==> src/rtl/mem_arb_pkg.sv <==
// Shared types and defaults for the unified instruction/data memory arbiter.
package mem_arb_pkg;

  localparam int unsigned DEF_ADDR_W = 32;
  localparam int unsigned DEF_DATA_W = 32;

  typedef enum logic {
    IDLE,
    WAIT
  } arb_state_t;

  typedef enum logic {
    OWN_IF,
    OWN_DM
  } owner_t;

endpackage

==> src/rtl/mem_arb_pick.sv <==
// Winner select between fetch and data requests, with the fetch-starvation counter.
module mem_arb_pick
  import mem_arb_pkg::*;
#(
  parameter int unsigned STARVE_MAX = 4
) (
  input  logic   clk,
  input  logic   rst,
  input  logic   arb_en,
  input  logic   if_req,
  input  logic   dm_req,
  output logic   req_any,
  output owner_t winner
);

  localparam int unsigned  SW   = $clog2(STARVE_MAX + 1);
  localparam logic [SW-1:0] SMAX = SW'(STARVE_MAX);

  logic [SW-1:0] starve_cnt;

  assign req_any = if_req | dm_req;

  // Data normally wins; fetch takes the slot once it has waited out STARVE_MAX data grants.
  always_comb begin
    winner = OWN_DM;
    if (if_req && (!dm_req || (starve_cnt == SMAX))) begin
      winner = OWN_IF;
    end
  end

  always_ff @(posedge clk) begin
    if (rst) begin
      starve_cnt <= '0;
    end else if (arb_en) begin
      if (!if_req || (winner == OWN_IF)) begin
        starve_cnt <= '0;
      end else if (dm_req && (starve_cnt != SMAX)) begin
        starve_cnt <= starve_cnt + 1'b1;
      end
    end
  end

endmodule

==> src/rtl/mem_port_arbiter.sv <==
// Single-port memory arbiter: IF fetch and MEM load/store share one memory,
// one outstanding access at a time, with a response watchdog.
module mem_port_arbiter
  import mem_arb_pkg::*;
#(
  parameter int unsigned ADDR_W     = DEF_ADDR_W,
  parameter int unsigned DATA_W     = DEF_DATA_W,
  parameter int unsigned STARVE_MAX = 4,
  parameter int unsigned TIMEOUT    = 16
) (
  input  logic                clk,
  input  logic                rst,
  input  logic                if_req,
  input  logic [ADDR_W-1:0]   if_addr,
  output logic                if_gnt,
  output logic                if_rvalid,
  output logic [DATA_W-1:0]   if_rdata,
  input  logic                dm_req,
  input  logic                dm_we,
  input  logic [ADDR_W-1:0]   dm_addr,
  input  logic [DATA_W-1:0]   dm_wdata,
  input  logic [DATA_W/8-1:0] dm_be,
  output logic                dm_gnt,
  output logic                dm_rvalid,
  output logic [DATA_W-1:0]   dm_rdata,
  output logic                mem_req,
  output logic                mem_we,
  output logic [ADDR_W-1:0]   mem_addr,
  output logic [DATA_W-1:0]   mem_wdata,
  output logic [DATA_W/8-1:0] mem_be,
  input  logic                mem_rvalid,
  input  logic [DATA_W-1:0]   mem_rdata,
  output logic                busy,
  output logic                err
);

  localparam int unsigned   WW      = $clog2(TIMEOUT);
  localparam logic [WW-1:0] WD_LAST = WW'(TIMEOUT - 1);

  arb_state_t    state, state_next;
  owner_t        owner;
  owner_t        winner;
  logic          req_any;
  logic [WW-1:0] wd_cnt;
  logic          issue;
  logic          rsp_fire;
  logic          wd_fire;
  logic          stray;
  logic          rsp_any;
  logic [DATA_W-1:0] rsp_data;

  mem_arb_pick #(
    .STARVE_MAX(STARVE_MAX)
  ) u_pick (
    .clk    (clk),
    .rst    (rst),
    .arb_en (state == IDLE),
    .if_req (if_req),
    .dm_req (dm_req),
    .req_any(req_any),
    .winner (winner)
  );

  always_ff @(posedge clk) begin
    if (rst) begin
      state <= IDLE;
    end else begin
      state <= state_next;
    end
  end

  // A real response takes precedence over a watchdog expiry in the same cycle.
  always_comb begin
    state_next = state;
    issue      = 1'b0;
    rsp_fire   = 1'b0;
    wd_fire    = 1'b0;
    stray      = 1'b0;
    case (state)
      IDLE: begin
        stray = mem_rvalid;
        if (req_any) begin
          issue      = 1'b1;
          state_next = WAIT;
        end
      end
      WAIT: begin
        if (mem_rvalid) begin
          rsp_fire   = 1'b1;
          state_next = IDLE;
        end else if (wd_cnt == WD_LAST) begin
          wd_fire    = 1'b1;
          state_next = IDLE;
        end
      end
      default: state_next = IDLE;
    endcase
  end

  always_ff @(posedge clk) begin
    if (rst) begin
      if_gnt    <= 1'b0;
      dm_gnt    <= 1'b0;
      mem_req   <= 1'b0;
      mem_we    <= 1'b0;
      mem_addr  <= '0;
      mem_wdata <= '0;
      mem_be    <= '0;
      owner     <= OWN_IF;
      wd_cnt    <= '0;
      err       <= 1'b0;
    end else begin
      if_gnt  <= issue && (winner == OWN_IF);
      dm_gnt  <= issue && (winner == OWN_DM);
      mem_req <= issue;
      if (issue) begin
        owner  <= winner;
        wd_cnt <= '0;
        if (winner == OWN_DM) begin
          mem_we    <= dm_we;
          mem_addr  <= dm_addr;
          mem_wdata <= dm_wdata;
          mem_be    <= dm_be;
        end else begin
          mem_we    <= 1'b0;
          mem_addr  <= if_addr;
          mem_wdata <= '0;
          mem_be    <= '0;
        end
      end else if (state == WAIT) begin
        wd_cnt <= wd_cnt + 1'b1;
      end
      if (wd_fire || stray) begin
        err <= 1'b1;
      end
    end
  end

  // Response routing is combinational so data lands in the same cycle as mem_rvalid.
  always_comb begin
    rsp_any   = (rsp_fire || wd_fire) && !rst;
    rsp_data  = rsp_fire ? mem_rdata : '0;
    if_rvalid = rsp_any && (owner == OWN_IF);
    dm_rvalid = rsp_any && (owner == OWN_DM);
    if_rdata  = if_rvalid ? rsp_data : '0;
    dm_rdata  = dm_rvalid ? rsp_data : '0;
  end

  assign busy = (state == WAIT);

endmodule
==> config.mk <==
export PLATFORM = sky130hd
export DESIGN_NAME = mem_port_arbiter
export DESIGN_NICKNAME = d
export VERILOG_FILES = /design/src/rtl/mem_arb_pkg.sv /design/src/rtl/mem_arb_pick.sv /design/src/rtl/mem_port_arbiter.sv
export SDC_FILE = /design/constraint.sdc
export NUM_CORES = 1
export LEC_CHECK = 0
export CAP_MARGIN = 20
export CORE_AREA = 2 2 108 110
export CTS_CLUSTER_SIZE = 20
export DETAILED_ROUTE_END_ITERATION = 16
export DIE_AREA = 0 0 110 112
export PLACE_DENSITY = 0.77
export SKIP_CTS_REPAIR_TIMING = 1
export SLEW_MARGIN = 20
export SYNTH_ARGS = -nofsm -noshare
export SYNTH_HDL_FRONTEND = slang
export SYNTH_SLANG_ARGS = --single-unit
==> constraint.sdc <==
create_clock -name clk -period 3.8 [get_ports clk]
set_input_delay 1.14 -clock clk [delete_from_list [all_inputs] [get_ports clk]]
set_output_delay 1.14 -clock clk [all_outputs]
set_load 0.01 [all_outputs]
==> flow_metrics.env <==
export IMPL_die_h_um=112
export IMPL_drt_initial_drc_count=146
export IMPL_p_comb_frac=0.217
export IMPL_hold_class="reg -> reg"
export IMPL_grt_pass1_vias=3731
export IMPL_synth_edf_count=0
export IMPL_p_clk_frac=0.378
export IMPL_gp_routability_congestion=0.753
export IMPL_pin_count=278
export IMPL_drc=0
export IMPL_synth_seq_cells=82
export IMPL_drt_wl_total_mm=13.3
export IMPL_clkTransAtPathRegs_ns=0.07
export IMPL_nets=754
export IMPL_ys_seq_area_frac=0.479
export IMPL_rsz0062_at_grt="false"
export IMPL_drive_gt1_frac=0.0583
export IMPL_setup_worst_path_start_class="input pin"
export IMPL_synth_main_ff_cell="dfxtp_1"
export IMPL_drtPass1Iterations=4
export IMPL_worst_pin_slew_ns=0.996
export IMPL_cts_root_buf="clkbuf_16"
export IMPL_wl_per_cell_um=17.5
export IMPL_ir_drop_v=0.000274
export IMPL_status="finished clean"
export IMPL_yosysUniqueCellTypes=34
export IMPL_mostFrequentLayoutCells="clkdlybuf4s50_1 (211), dfxtp_1 (82), dlymetal6s2s_1 (66), and2_1 (64), a22o_1 (37)"
export IMPL_yosys_warnings=0
export IMPL_cts_buffers=9
export IMPL_hpwl_mm=10.0
export IMPL_endpoint_kind="primary output"
export IMPL_p_per_area_mw_per_mm2=345
export IMPL_relSlewSlack=0.335
export IMPL_port_buffers=277
export IMPL_grt_max_degree=47
export IMPL_die_area_mm2=0.0123
export IMPL_finalCritPeriodShare=0.941
export IMPL_finClkSkew_ns=0.00578
export IMPL_syn_avg_cell_area_um2=10.0
export IMPL_cts_sinks=82
export IMPL_report_final_setup_viol=0
export IMPL_synthCells=342
export IMPL_final_max_slew_viol_count=0
export IMPL_chipWidth_um=110
export IMPL_via_per_inst=4.96
export IMPL_leakagePower_nw=3.72
export IMPL_grt_pass1_wl_mm=19.2
export IMPL_coreArea_mm2=0.0112
export IMPL_layout_commonest_cell="clkdlybuf4s50_1"
export IMPL_power_frac_seq=0.405
export IMPL_overflow=0
export IMPL_diodes=0
export IMPL_synth_nets=483
export IMPL_fmax_mhz=280
export IMPL_htree_levels=3
export IMPL_initial_core_util=0.307
export IMPL_cap_violations=0
export IMPL_nFillCells=934
export IMPL_dp_slack_ns=-0.233
export IMPL_clk_latency_ns=0.35
export IMPL_row_count=39
export IMPL_antenna_found_initial=1
export IMPL_area_growth_pct=99.5
export IMPL_arrival_ns=2.43
export IMPL_cts_tree="yes"
export IMPL_path_max_fanout=9
export IMPL_setup_ws_ns=0.225
export IMPL_swShare=0.257
export IMPL_critical_path_class="in -> out"
export IMPL_vias=3773
export IMPL_power_switching_w=0.000608
export IMPL_synth_area_mm2=0.00343
export IMPL_clockBufferDepth=2
export IMPL_drtAntennaViolNets=0
export IMPL_p_int_w=0.00175
export IMPL_ys_async_sr_fraction=0
export IMPL_crit_required_ns=2.66
export IMPL_fin_crit_ns=3.57
export IMPL_hold_viol=0
export IMPL_finalCoreUtilization=0.612
export IMPL_track_usage=0.204
routing by layer:
metal	up-vias	global-route usage	routed length, µm
met1	1760	0.208	4730
li1	1797	-	-
met2	193	0.370	6800
met5	-	0	13
met4	2	0.0700	258
met3	21	0.0820	1530
power by group through the flow:
stage	registers, W	logic, W	clock network (W)
2_1_floorplan	0.00100	0.000155	0
3_3_place_gp	0.000971	0.000507	0
3_5_place_dp	0.000973	0.000516	0
4_1_cts	0.000955	0.000520	0.000913
5_1_grt	0.000962	0.000548	0.000951
6_report	0.000955	0.000513	0.000892
sequential cells by signal, summed over array words and instances, names as in the netlist:
signal / count
mem_addr: 32
mem_wdata: 32
mem_be: 4
wd_cnt: 4
u_pick.starve_cnt: 3
busy: 1
dm_gnt: 1
err: 1
if_gnt: 1
mem_req: 1
mem_we: 1
owner: 1
layout make-up:
| type | instances | area [µm²] | share of cell area |
|---|---|---|---|
| Clock buffer | 9 | 225 | 0.0329 |
| Clock inverter | 7 | 77.6 | 0.0113 |
| Inverter | 5 | 18.8 | 0.00274 |
| Multi-Input combinational cell | 225 | 1640 | 0.239 |
| Sequential cell | 82 | 1640 | 0.240 |
| Tap cell | 143 | 179 | 0.0262 |
| Timing Repair Buffer | 290 | 3060 | 0.448 |
stage by stage:
stage | hold slack (ns) | area [µm²] | setup TNS [ns] | std cells | total power, W
2_1_floorplan | 0.464 | 3430 | 0 | 342 | 0.00116
4_1_cts | 0.482 | 6660 | -12.80 | 761 | 0.00239
5_1_grt | 0.497 | 6840 | 0 | 761 | 0.00246
6_report | 0.479 | 6840 | 0 | 761 | 0.00236
3_3_place_gp | 0.461 | 6360 | -10.70 | 745 | 0.00148
3_5_place_dp | 0.463 | 6360 | -12.72 | 745 | 0.00149
cells by family after synthesis:
kind of cell,synth area share
and+or+nand+nor,0.217
AOI/OAI and AO/OA,0.226
DFF,0.479
buffers and inverters,0.0489
xor gates and xnor gates,0.0128
adders and majority gates,0.0110
muxes,0.00584
Yosys cell counts (3+ instances only):
| master | n | share of area |
|---|---|---|
| a21oi_1 | 16 | 0.023 |
| nor2b_1 | 4 | 0.0073 |
| nor3_1 | 3 | 0.0044 |
| and2_1 | 64 | 0.12 |
| a32oi_1 | 14 | 0.036 |
| nor2_1 | 8 | 0.0088 |
| and3_1 | 4 | 0.0073 |
| nand3_1 | 15 | 0.022 |
| xor2_1 | 3 | 0.0077 |
| inv_1 | 5 | 0.0055 |
| a22o_1 | 37 | 0.095 |
| nor3b_1 | 18 | 0.039 |
| a221o_1 | 18 | 0.053 |
| clkbuf_1 | 14 | 0.015 |
| ha_1 | 3 | 0.011 |
| buf_2 | 11 | 0.016 |
| dfxtp_1 | 82 | 0.48 |
worst max-delay path, stage by stage:
cell and delay [ns]:
clkdlybuf4s50_1 0.45, nor2b_2 0.17, and3_4 0.22, buf_4 0.15, and2_1 0.13, dlymetal6s2s_1 0.17
worst paths after layout:
path / start / end / slack, ns / cells after the start
max: rst / if_rdata[13] / 0.23 / 6
min: mem_wdata[28] / mem_wdata[28] / 0.48 / 1
max reg2reg: u_pick.starve_cnt[0] / mem_wdata[3] / 1.71 / 6
min reg2reg: mem_wdata[28] / mem_wdata[28] / 0.48 / 1
Note: power is estimated with default switching activity, not from simulation.
